$ cat src/rtl/heavyhash_job_feeder_pkg.sv
// Shared definitions for the HeavyHash job feeder and the matrix controller sizing.
package heavyhash_pkg;

    typedef enum logic [1:0] {
        FS_IDLE   = 2'd0,
        FS_M_LOAD = 2'd1,
        FS_H_LOAD = 2'd2,
        FS_FLUSH  = 2'd3
    } feeder_state_t;

    localparam int DW_DEF      = 64;
    localparam int M_WORDS_DEF = 1024;
    localparam int H_WORDS_DEF = 4;
    localparam int CW_DEF      = 11;

endpackage

$ cat src/rtl/heavyhash_job_feeder_if.sv
// Job header, payload stream and FIFO write ports of the feeder, bundled as one interface.
interface heavyhash_job_feeder_if #(
    parameter int DW = 64
);
    logic          job_valid;
    logic          job_has_matrix;
    logic          job_ready;
    logic [DW-1:0] s_data;
    logic          s_valid;
    logic          s_last;
    logic          s_ready;
    logic          m_full;
    logic          m_we;
    logic [DW-1:0] m_wdata;
    logic          h_full;
    logic          h_we;
    logic [DW-1:0] h_wdata;

    // Feeder side.
    modport master (
        input  job_valid, job_has_matrix, s_data, s_valid, s_last, m_full, h_full,
        output job_ready, s_ready, m_we, m_wdata, h_we, h_wdata
    );

    // Host stream and FIFO side.
    modport slave (
        output job_valid, job_has_matrix, s_data, s_valid, s_last, m_full, h_full,
        input  job_ready, s_ready, m_we, m_wdata, h_we, h_wdata
    );
endinterface

$ cat src/rtl/heavyhash_job_feeder_stat_counters.sv
// Job statistics: wrapping good-job count and saturating framing-error count.
module hh_stat_counters #(
    parameter int OK_W  = 32,
    parameter int ERR_W = 16
) (
    input  logic             clk,
    input  logic             rst_n,
    input  logic             inc_ok,
    input  logic             inc_err,
    output logic [OK_W-1:0]  jobs_ok,
    output logic [ERR_W-1:0] err_cnt
);

    // Counter update; the error count sticks at all-ones.
    always_ff @(posedge clk) begin
        if (!rst_n) begin
            jobs_ok <= {OK_W{1'b0}};
            err_cnt <= {ERR_W{1'b0}};
        end else begin
            if (inc_ok) begin
                jobs_ok <= jobs_ok + OK_W'(1);
            end
            if (inc_err && (err_cnt != {ERR_W{1'b1}})) begin
                err_cnt <= err_cnt + ERR_W'(1);
            end
        end
    end

endmodule

$ cat src/rtl/heavyhash_job_feeder.sv
// Splits each host job into matrix words and hash-input words for the multiplier FIFOs,
// enforcing the per-job word counts against s_last.
module heavyhash_job_feeder
    import heavyhash_pkg::*;
#(
    parameter int DW      = DW_DEF,
    parameter int M_WORDS = M_WORDS_DEF,
    parameter int H_WORDS = H_WORDS_DEF,
    parameter int CW      = CW_DEF
) (
    input  logic                          clk,
    input  logic                          rst_n,
    heavyhash_job_feeder_if.master        bus,
    output logic                          busy,
    output logic                          job_done,
    output logic                          frame_err,
    output logic [31:0]                   jobs_ok,
    output logic [15:0]                   err_cnt
);

    localparam logic [1:0] IDLE   = FS_IDLE;
    localparam logic [1:0] M_LOAD = FS_M_LOAD;
    localparam logic [1:0] H_LOAD = FS_H_LOAD;
    localparam logic [1:0] FLUSH  = FS_FLUSH;

    localparam logic [CW-1:0] M_LAST = CW'(M_WORDS - 1);
    localparam logic [CW-1:0] H_LAST = CW'(H_WORDS - 1);

    logic [1:0]    state_r;
    logic [1:0]    state_next_s;
    logic [CW-1:0] cnt_r;
    logic [CW-1:0] cnt_next_s;
    logic          done_r;
    logic          err_r;
    logic          set_done_s;
    logic          set_err_s;
    logic          job_ready_s;
    logic          s_ready_s;
    logic          m_we_s;
    logic          h_we_s;
    logic          hs_s;
    logic [DW-1:0] word_s;

    assign hs_s   = bus.s_valid & s_ready_s;
    assign word_s = bus.s_data;

    // Next-state, counter and write-steering decode.
    always_comb begin
        state_next_s = state_r;
        cnt_next_s   = cnt_r;
        set_done_s   = 1'b0;
        set_err_s    = 1'b0;
        job_ready_s  = 1'b0;
        s_ready_s    = 1'b0;
        m_we_s       = 1'b0;
        h_we_s       = 1'b0;
        case (state_r)
            IDLE: begin
                job_ready_s = 1'b1;
                if (bus.job_valid) begin
                    cnt_next_s   = {CW{1'b0}};
                    state_next_s = bus.job_has_matrix ? M_LOAD : H_LOAD;
                end else begin
                    state_next_s = IDLE;
                end
            end
            M_LOAD: begin
                s_ready_s = ~bus.m_full;
                if (hs_s) begin
                    if (bus.s_last) begin
                        // A job that ends inside the matrix part is malformed; drop the word.
                        set_err_s    = 1'b1;
                        state_next_s = IDLE;
                    end else if (cnt_r == M_LAST) begin
                        m_we_s       = 1'b1;
                        cnt_next_s   = {CW{1'b0}};
                        state_next_s = H_LOAD;
                    end else begin
                        m_we_s     = 1'b1;
                        cnt_next_s = cnt_r + CW'(1);
                    end
                end else begin
                    cnt_next_s = cnt_r;
                end
            end
            H_LOAD: begin
                s_ready_s = ~bus.h_full;
                if (hs_s) begin
                    if (cnt_r == H_LAST) begin
                        h_we_s = 1'b1;
                        if (bus.s_last) begin
                            set_done_s   = 1'b1;
                            state_next_s = IDLE;
                        end else begin
                            // Job overran its hash part: keep the full set, discard the rest.
                            set_err_s    = 1'b1;
                            state_next_s = FLUSH;
                        end
                    end else if (bus.s_last) begin
                        set_err_s    = 1'b1;
                        state_next_s = IDLE;
                    end else begin
                        h_we_s     = 1'b1;
                        cnt_next_s = cnt_r + CW'(1);
                    end
                end else begin
                    cnt_next_s = cnt_r;
                end
            end
            FLUSH: begin
                s_ready_s = 1'b1;
                if (hs_s && bus.s_last) begin
                    state_next_s = IDLE;
                end else begin
                    state_next_s = FLUSH;
                end
            end
            default: begin
                state_next_s = IDLE;
                cnt_next_s   = {CW{1'b0}};
            end
        endcase
    end

    // State, word counter and status pulse registers.
    always_ff @(posedge clk) begin
        if (!rst_n) begin
            state_r <= IDLE;
            cnt_r   <= {CW{1'b0}};
            done_r  <= 1'b0;
            err_r   <= 1'b0;
        end else begin
            state_r <= state_next_s;
            cnt_r   <= cnt_next_s;
            done_r  <= set_done_s;
            err_r   <= set_err_s;
        end
    end

    assign bus.job_ready = job_ready_s;
    assign bus.s_ready   = s_ready_s;
    assign bus.m_we      = m_we_s;
    assign bus.h_we      = h_we_s;
    assign bus.m_wdata   = word_s;
    assign bus.h_wdata   = word_s;

    assign busy      = (state_r != IDLE);
    assign job_done  = done_r;
    assign frame_err = err_r;

    hh_stat_counters #(
        .OK_W  (32),
        .ERR_W (16)
    ) u_stats (
        .clk     (clk),
        .rst_n   (rst_n),
        .inc_ok  (done_r),
        .inc_err (err_r),
        .jobs_ok (jobs_ok),
        .err_cnt (err_cnt)
    );

endmodule

$ cat src/flat_wrapper.sv
// flat-port wrapper written by rule: the top's interface ports become plain ports
module heavyhash_job_feeder_flat import heavyhash_pkg::*;
#(
    parameter int DW      = DW_DEF,
    parameter int M_WORDS = M_WORDS_DEF,
    parameter int H_WORDS = H_WORDS_DEF,
    parameter int CW      = CW_DEF
)
  (clk, rst_n, busy, job_done, frame_err, jobs_ok, err_cnt, bus_job_valid, bus_job_has_matrix, bus_s_data, bus_s_valid, bus_s_last, bus_m_full, bus_h_full, bus_job_ready, bus_s_ready, bus_m_we, bus_m_wdata, bus_h_we, bus_h_wdata);
  heavyhash_job_feeder_if #(.DW(DW)) bus_i ();
  input  logic clk;
  input  logic rst_n;
  output logic busy;
  output logic job_done;
  output logic frame_err;
  output logic [31:0] jobs_ok;
  output logic [15:0] err_cnt;
  input wire logic [$bits(bus_i.job_valid)-1:0] bus_job_valid;
  input wire logic [$bits(bus_i.job_has_matrix)-1:0] bus_job_has_matrix;
  input wire logic [$bits(bus_i.s_data)-1:0] bus_s_data;
  input wire logic [$bits(bus_i.s_valid)-1:0] bus_s_valid;
  input wire logic [$bits(bus_i.s_last)-1:0] bus_s_last;
  input wire logic [$bits(bus_i.m_full)-1:0] bus_m_full;
  input wire logic [$bits(bus_i.h_full)-1:0] bus_h_full;
  output wire logic [$bits(bus_i.job_ready)-1:0] bus_job_ready;
  output wire logic [$bits(bus_i.s_ready)-1:0] bus_s_ready;
  output wire logic [$bits(bus_i.m_we)-1:0] bus_m_we;
  output wire logic [$bits(bus_i.m_wdata)-1:0] bus_m_wdata;
  output wire logic [$bits(bus_i.h_we)-1:0] bus_h_we;
  output wire logic [$bits(bus_i.h_wdata)-1:0] bus_h_wdata;
  assign bus_i.job_valid = bus_job_valid;
  assign bus_i.job_has_matrix = bus_job_has_matrix;
  assign bus_i.s_data = bus_s_data;
  assign bus_i.s_valid = bus_s_valid;
  assign bus_i.s_last = bus_s_last;
  assign bus_i.m_full = bus_m_full;
  assign bus_i.h_full = bus_h_full;
  assign bus_job_ready = bus_i.job_ready;
  assign bus_s_ready = bus_i.s_ready;
  assign bus_m_we = bus_i.m_we;
  assign bus_m_wdata = bus_i.m_wdata;
  assign bus_h_we = bus_i.h_we;
  assign bus_h_wdata = bus_i.h_wdata;
  heavyhash_job_feeder #(.DW(DW), .M_WORDS(M_WORDS), .H_WORDS(H_WORDS), .CW(CW)) u_core (.clk(clk), .rst_n(rst_n), .bus(bus_i), .busy(busy), .job_done(job_done), .frame_err(frame_err), .jobs_ok(jobs_ok), .err_cnt(err_cnt));
endmodule
$ cat config.mk
export PLATFORM = sky130hd
export DESIGN_NAME = heavyhash_job_feeder_flat
export DESIGN_NICKNAME = d
export VERILOG_FILES = /design/src/rtl/heavyhash_job_feeder_pkg.sv /design/src/rtl/heavyhash_job_feeder_if.sv /design/src/rtl/heavyhash_job_feeder_stat_counters.sv /design/src/rtl/heavyhash_job_feeder.sv /design/src/flat_wrapper.sv
export SDC_FILE = /design/constraint.sdc
export NUM_CORES = 1
export LEC_CHECK = 0
export ABC_AREA = 1
export BUFFER_PORTS_ARGS = -buffer_cell sky130_fd_sc_hd__buf_4
export CORE_ASPECT_RATIO = 0.75
export CORE_MARGIN = 1.5
export CORE_UTILIZATION = 49
export CTS_CLUSTER_DIAMETER = 30
export DETAILED_ROUTE_END_ITERATION = 10
export HOLD_SLACK_MARGIN = 0.06
export PLACE_DENSITY = 0.87
export SETUP_SLACK_MARGIN = 0.02
export SYNTH_ARGS = -nofsm -noshare
export SYNTH_HDL_FRONTEND = slang
export SYNTH_SLANG_ARGS = --single-unit
$ cat constraint.sdc
create_clock -name clk -period 3 [get_ports clk]
set_input_delay 0.6 -clock clk [delete_from_list [all_inputs] [get_ports clk]]
set_output_delay 0.6 -clock clk [all_outputs]
set_load 0.01 [all_outputs]
==> results of run 1 <==
-- layer usage --
layer,GRT usage,up-vias,part of all wire
met5,0.04286,-,0
li1,-,1991,-
met4,0.04545,0,0.0077
met2,0.2920,223,0.40
met1,0.2936,1790,0.46
met3,0.1121,12,0.13
-- metrics by stage --
stage | power [mW] | std cells | setup WS [ps]
floorplan | 1.389 | 718 | 1094
global placement | 1.302 | 770 | 923.5
detailed placement | 1.306 | 770 | 912.5
CTS | 2.347 | 786 | 556.7
global route | 2.448 | 786 | 441.6
finish | 2.327 | 786 | 579.9
-- power by group --
group | switching (mW) | internal, mW | leakage [nW]
combinational | 0.292 | 0.134 | 1.27
clock | 0.369 | 0.663 | 0.138
sequential | 0.0151 | 0.853 | 0.508
total | 0.676 | 1.65 | 1.91
-- worst paths after layout --
path         slack (ps)                              startpoint                                     end  depth (start not counted)
max                 580            u_core.cnt_r[1]$_SDFFE_PN0P_                                bus_h_we                          7
min                 490  u_core.u_stats.jobs_ok[8]$_SDFFE_PN0P_  u_core.u_stats.jobs_ok[8]$_SDFFE_PN0P_                          2
max reg2reg        1010  u_core.u_stats.err_cnt[0]$_SDFFE_PN0P_  u_core.u_stats.err_cnt[7]$_SDFFE_PN0P_                          9
min reg2reg         490  u_core.u_stats.jobs_ok[8]$_SDFFE_PN0P_  u_core.u_stats.jobs_ok[8]$_SDFFE_PN0P_                          2
-- critical path: stages (launching register included) --
cell     delay, ps
dfxtp_1        380
ha_1           240
nand2_1         70
nor2_1         160
nand2_1        100
ha_1           180
nor3_1         200
buf_4          160
-- kinds of logic after synthesis --
kind of cell	share of synthesized area
AOI/OAI and AO/OA	0.05881
xor gates and xnor gates	0.02781
DFF	0.2670
and+or+nand+nor	0.3359
adders and majority gates	0.02649
buffers and inverters	0.2840
-- sequential cells by signal, summed over array words and instances, names as in the netlist --
register	cells
u_core.u_stats.jobs_ok	32
u_core.job_done	1
u_core.state_r	2
u_core.u_stats.err_cnt	16
u_core.frame_err	1
u_core.cnt_r	11
-- cell usage after synthesis, types with 3 or more instances --
library cell and number:
nor3_2 3, inv_2 4, xor2_1 10, inv_1 81, nand2_2 3, nor2_2 8, clkbuf_1 5, nand3b_1 3
o21ai_0 15, a211oi_1 3, xnor2_1 5, nor2_1 94, nor3_1 28, nand3_1 48, nand2_1 148, buf_4 130
dfxtp_1 63, nand4_1 8, nand3_2 4, ha_1 10, a21oi_1 26
-- final cells by class --
cell class              count  share of cell area
repair buffers             62              0.1005
flip-flops and latches     63              0.2722
clock buffers              11             0.05239
inverters                  86             0.07021
well taps                 128             0.03457
multi-input cells         431              0.4577
clock inverters             5             0.01242
==> results.md, run 1 <==
* Status: finished clean
* CP Launch Type: register
* GRT overflow at 0
* Top cells by area, synth: dfxtp_1, buf_4, nand2_1
* RSZ-0062 raised after global routing: no
* Multi-input gate area at ~2100 µm²
* Worst hold slack at 487.3 ps
* Clk_lat worst skew at 320 ps
* Clk buf depth at 2
* Ys async rst share at 0
* # Max-Cap Violations at 0
* Share of cells above drive strength 1 at 0.1611
* Die width at 116.4 µm
* Setup CP Type: register to output port
* CTS sink cnt at 63
* Placed instance area at approximately 4300 µm²
* Sequential share of the synthesized area at 0.2670
* Input/output buffers at 62
* Post-route DRC at 0
* Number of global-route vias before repair at about 3500
* Num ports at 255
* Distinct cells, synth at 37
* First-pass GRT wire length at roughly 17 mm
* Total CTS buffers at 9
* Fin crit period at ~2400 ps
* Sequential standard cell area at 1261 µm²
* Final Hold Violating Endpoints at 0
* Core Util, Final at 0.5038
* WP data required at between 2000 and 2500 ps
* N_diodes at 0
* Final Max Slew Viols at 0
* WL per Instance at 13.62 µm
* CORE AREA at 9196 µm²
* Worst-margin pin slew at 1064 ps
* Clk_skew at between 8 and 9 ps
* Tot GR Track Use at 0.2141
* Fin area at about 4600 µm²
* PD cells at 502.2 nW/µm²
* Ys Warns at 0
* Synthesized area per cell at 6.578 µm²
* CTS hold repair buffers at 0
* FP Rows at 30
* Initial antenna violation count at 0
* DRT Pass-1 Iters at 5
* Largest net degree at the start of global routing at 31
* Most common cell after layout, fill and taps aside: nand2_1
* PostCTS Resize Cnt at 0
* Slew Limit Headroom at 0.2901
* Post-DP HPWL at 7.948 mm
* Synth Instances at 718
* CTS tree: yes
* Layout Nets at 735
* CTS root buf: clkbuf_16
* EDFF count, synth at 0
* H-tree depth at 3
* Sum of negative setup slack at 0 ps
* Top cell type's share of synthesized area at 0.2670
* Layout Area Growth over Synthesis at -1.907%
* DIE HEIGHT at 88.03 µm
* Most frequent cells in the layout: nand2_1, nor2_1, inv_1, dfxtp_1, buf_4
* Fillers at 913
* Worst min-delay path category: register to register
* Syn Std Cell Area at between 4000 and 5000 µm²
* Worst-path fanout max at 4
* Vias per inst at 5.109
* Placer Congestion at 0.9125
* Clk slew on worst S/H paths at approximately 50 ps
* Ys flop type: dfxtp_1
* Antenna viol nets, final at 0
* Die ar. at 10240 µm²
* Vias post-DR at 4016
* Period utilization at 0.8067
* Syn nets at 800
* Initial core utilization at 0.5136
* Worst ir drop on vdd at 0.2932 mV
* Yosys reg bits at 63
* Total Wirelength at 10.71 mm
* Final setup fails at 0
* Lkg Pwr at 1.913 nW
* Post-CTS Setup Repair Bufs at 0
* Cell taking the most area after synthesis: dfxtp_1
* CP Capture Type: output port
* Max Fclk at 413.2 MHz
* Initial drt markers at 459
* CP arrival at 1820 ps
Power figures use the tool's default switching activity.
==> inputs of run 2 (changes only) <==
ABC_AREA = 0   (was 1)
CORE_UTILIZATION = 45   (was 49)
PLACE_DENSITY = 0.82   (was 0.87)
clock period = 2.3 ns   (was 3 ns; I/O delays follow)
==> results.md, run 2 <==
* Status: finished clean
* Largest register by flop count: u_core.u_stats.jobs_ok
* CTS root buf: clkbuf_16
* Initial antenna violation count at 0 (unchanged)
* Synth Instances at 519 (-28%)
* Initial core utilization at 0.4694 (-0.04422)
* Top cells by count, synth: buf_4, dfxtp_1, and2_1, nand2_1, xnor2_1
* Synth Area in Adders at 0.02899 (+0.002495)
* Synthesized area per cell at 8.317 µm² (+26%)
* FP Rows at 30 (unchanged)
* Vias post-DR at 3200 (-20%)
* Hold path start: bus_s_last
* CTS tree: yes
* Setup CP Type: register to output port
* Placed Cells incl. Taps at 571 (-26%)
* WL per Instance at 15.44 µm (+13%)
* RSZ-0062 raised after global routing: yes
* Max Fclk at 451.7 MHz
* Slowest-stage cell, CP: dfxtp_1
* Number of global-route vias before repair at 2972 (-15%)
* Sequential share of the synthesized area at 0.2922 (+0.02515)
* Die ar. at 10200 µm² (-0.47%)
* Clk_skew at 6.029 ps (-2.508 ps)
* Gate power share at 0.214 (+0.031)
* Clk buf depth at 2 (unchanged)
* Clock power share at 0.426 (-0.018)
* Sequential standard cell area at 1266 µm² (+0.40%)
* PD cells at 726.9 nW/µm² (+45%)
* CP startpoint: u_core.cnt_r[10]$_SDFFE_PN0P_
* Switching power total at 910.9 µW (+35%)
* Lkg Pwr at 1.717 nW (-10%)
* Antenna viol nets, final at 0 (unchanged)
* Compound-cell area share of the yosys netlist at 0.1000 (+0.04119)
* Total CTS buffers at 9 (unchanged)
* Tot GR Track Use at 0.1789 (-0.03526)
* CTS sink cnt at 63 (unchanged)
* Int Pwr at 2.251 mW (+36%)
* Clk_lat worst skew at 320 ps (about the same)
* Syn nets at 601 (-25%)
* Critical path cell sequence: nor4_4 -> and3_4 -> inv_1 -> ha_1 -> nor2_1 -> buf_4
* Period utilization at 0.9625
* Top cell type's share of synthesized area at 0.2922 (+0.02515)
* Mux cell area share after synthesis at 0.006957 (+0.006957)
* Ys flop type: dfxtp_1
* Yosys reg bits at 63 (unchanged)
* Worst Setup EP: bus_h_we
* DIE HEIGHT at 87.82 µm (-0.23%)
* CP max stage delay at 370 ps (about the same)
* Worst r2r src: u_core.state_r[1]$_SDFFE_PN0P_
* Largest regs: u_core.u_stats.jobs_ok: 32 flops, u_core.u_stats.err_cnt: 16 flops, u_core.cnt_r: 11 flops
* EDFF count, synth at 0 (unchanged)
* Worst r2r dst: u_core.cnt_r[6]$_SDFFE_PN0P_
* Slew Limit Headroom at 0.6131 (+0.3230)
* Worst min-delay path category: input pin to register
* DRT Pass-1 Iters at 4 (-1)
* Distinct cells, synth at 51 (+38%)
* CP Capture Type: output port
* WP data required at 1840 ps (-560 ps)
* Cell taking the most area after synthesis: dfxtp_1
* Fillers at 859 (-5.9%)
* Total Wirelength at 9.078 mm (-15%)
* Max FFs per register at 32 (unchanged)
* CP Launch Type: register
* Worst ir drop on vdd at 0.3673 mV (+25%)
* Input/output buffers at 62 (unchanged)
* Initial drt markers at 272 (-41%)
* Ys async rst share at 0 (unchanged)
* Main combinational cell family by area after synthesis: buffers and inverters
* Layout Area Growth over Synthesis at 0.7536%
* Clk slew on worst S/H paths at 50 ps (about the same)
* Fin cells at 588 (-25%)
* CP arrival at 1750 ps (-70 ps)
* Post-DP HPWL at 6.380 mm (-20%)
* Final Hold Violating Endpoints at 0 (unchanged)
* H-tree depth at 3 (unchanged)
* Top cells by area, synth: dfxtp_1, buf_4, xnor2_1
* Simple-gate area share of the yosys netlist at 0.2438 (-0.09213)
* Final setup fails at 0 (unchanged)
* Multi-input gate area at 2041 µm² (-3.8%)
* Most common cell in the synthesized netlist: buf_4
* Switch share at 0.2881 (-0.002482)
* GRT overflow at 0 (unchanged)
* Largest net degree at the start of global routing at 41 (+32%)
* Fin crit period at ~2200 ps
* # Max-Cap Violations at 0 (unchanged)
* Share of cells above drive strength 1 at 0.2304 (+0.06934)
* Most common cell after layout, fill and taps aside: buf_4
* Worst-path fanout max at 5 (+1)
* Num ports at 255 (unchanged)
* Die width at 116.1 µm (-0.24%)
* Post-route DRC at 0 (unchanged)
* N_diodes at 0 (unchanged)
* R2R depth at 6 (-3)
* CTS hold repair buffers at 0 (unchanged)
* Slack of the worst reg-to-reg path at 160 ps (-850 ps)
* Final Max Slew Viols at 0 (unchanged)
* Placer Congestion at 0.8205 (-10%)
* CORE AREA at 9196 µm² (unchanged)
* Worst-margin pin slew at 578.2 ps (-485.4 ps)
* Core Util, Final at 0.4729 (-0.03088)
* Most frequent cells in the layout: buf_4, dfxtp_1, and2_1, nand2_1, xnor2_1
* Vias per inst at 5.442 (+6.5%)
* Layout Nets at 537 (-27%)
* First-pass GRT wire length at 14.41 mm (-16%)
* Syn Std Cell Area at 4317 µm² (-8.6%)
* Ys Warns at 0 (unchanged)
* XOR/XNOR Fraction of Synth Area at 0.07507 (+0.04726)
* Power share of the sequential group at 0.360 (-0.013)
-- run 2: cell count changes after synthesis, moves of 23 or more --
cell     before  now
nand2_1     148   34
nor2_1       94   14
inv_1        81   15
and2_1        0   42
xnor2_1       5   32
nand3_1      48   22
nor3_1       28    5
-- run 2: layout make-up --
cell class              count  area share
multi-input cells         296      0.4692
flip-flops and latches     63      0.2911
repair buffers             70      0.1208
clock buffers              11     0.05581
well taps                 128     0.03682
clock inverters             5     0.01323
inverters                  15     0.01295
-- run 2: per-stage QoR --
step	TNS [ps]	total power, mW	worst slack (ps)	hold slack [ps]	area (µm²)
floorplan	0	1.830	359.8	456.8	4317
global placement	0	1.752	285.5	471.7	3959
detailed placement	0	1.769	179.7	487.6	3959
CTS	0	3.158	29.63	378.2	4293
global route	-7.021	3.320	-7.021	410.4	4349
finish	0	3.161	86.20	394.4	4349
-- run 2: worst max-delay path, delay by kind of cell (launching register included) --
kind                       cells  cell delay [ps]
adders and majority gates      1              170
buffers and inverters          2              180
DFF                            1              370
and+or+nand+nor                3              710
-- run 2: power groups by stage --
stage                     combinational (mW)  sequential [mW]  clock (mW)
after floorplan                        0.681             1.15           0
after global placement                 0.601             1.15           0
after detailed placement               0.616             1.15           0
after CTS                              0.640             1.13        1.38
after global routing                   0.741             1.14        1.44
final                                  0.676             1.14        1.35
-- run 2: timing repair --
| item | CTS | global route |
|---|---|---|
| resized for setup | 7 | 13 |
| setup endpoints to repair | 2 | 4 |
| pin swaps | 1 | 1 |
| cloned | 0 | 0 |
| setup buffers | 1 | 0 |
-- run 2: layer usage --
| layer | GRT usage | routed length, µm | up-vias |
|---|---|---|---|
| met5 | 0 | 0 | - |
| met4 | 0.07095 | 230 | 0 |
| met3 | 0.1045 | 896 | 21 |
| met2 | 0.2572 | 4025 | 192 |
| met1 | 0.2191 | 3926 | 1468 |
| li1 | - | - | 1519 |
-- run 2: kinds of logic (layout without fill, tap and decap cells) --
family          count (synthesis)  in the layout
simple gates                  186            186
buf+inv                       160            101
xor+xnor                       37             37
flops                          63             63
mux                             3              3
compound gates                 60             60
fa+ha+maj                      10             10
-- run 2: how the worst min path moves through the flow --
stage,to,slack (ps),cells past startpoint
final,u_core.job_done$_SDFF_PN0_,390,3
after global routing,u_core.job_done$_SDFF_PN0_,410,3
after CTS,u_core.job_done$_SDFF_PN0_,380,3
after detailed placement,u_core.cnt_r[1]$_SDFFE_PN0P_,490,2
after global placement,u_core.cnt_r[1]$_SDFFE_PN0P_,470,2
after floorplan,u_core.cnt_r[1]$_SDFFE_PN0P_,460,2
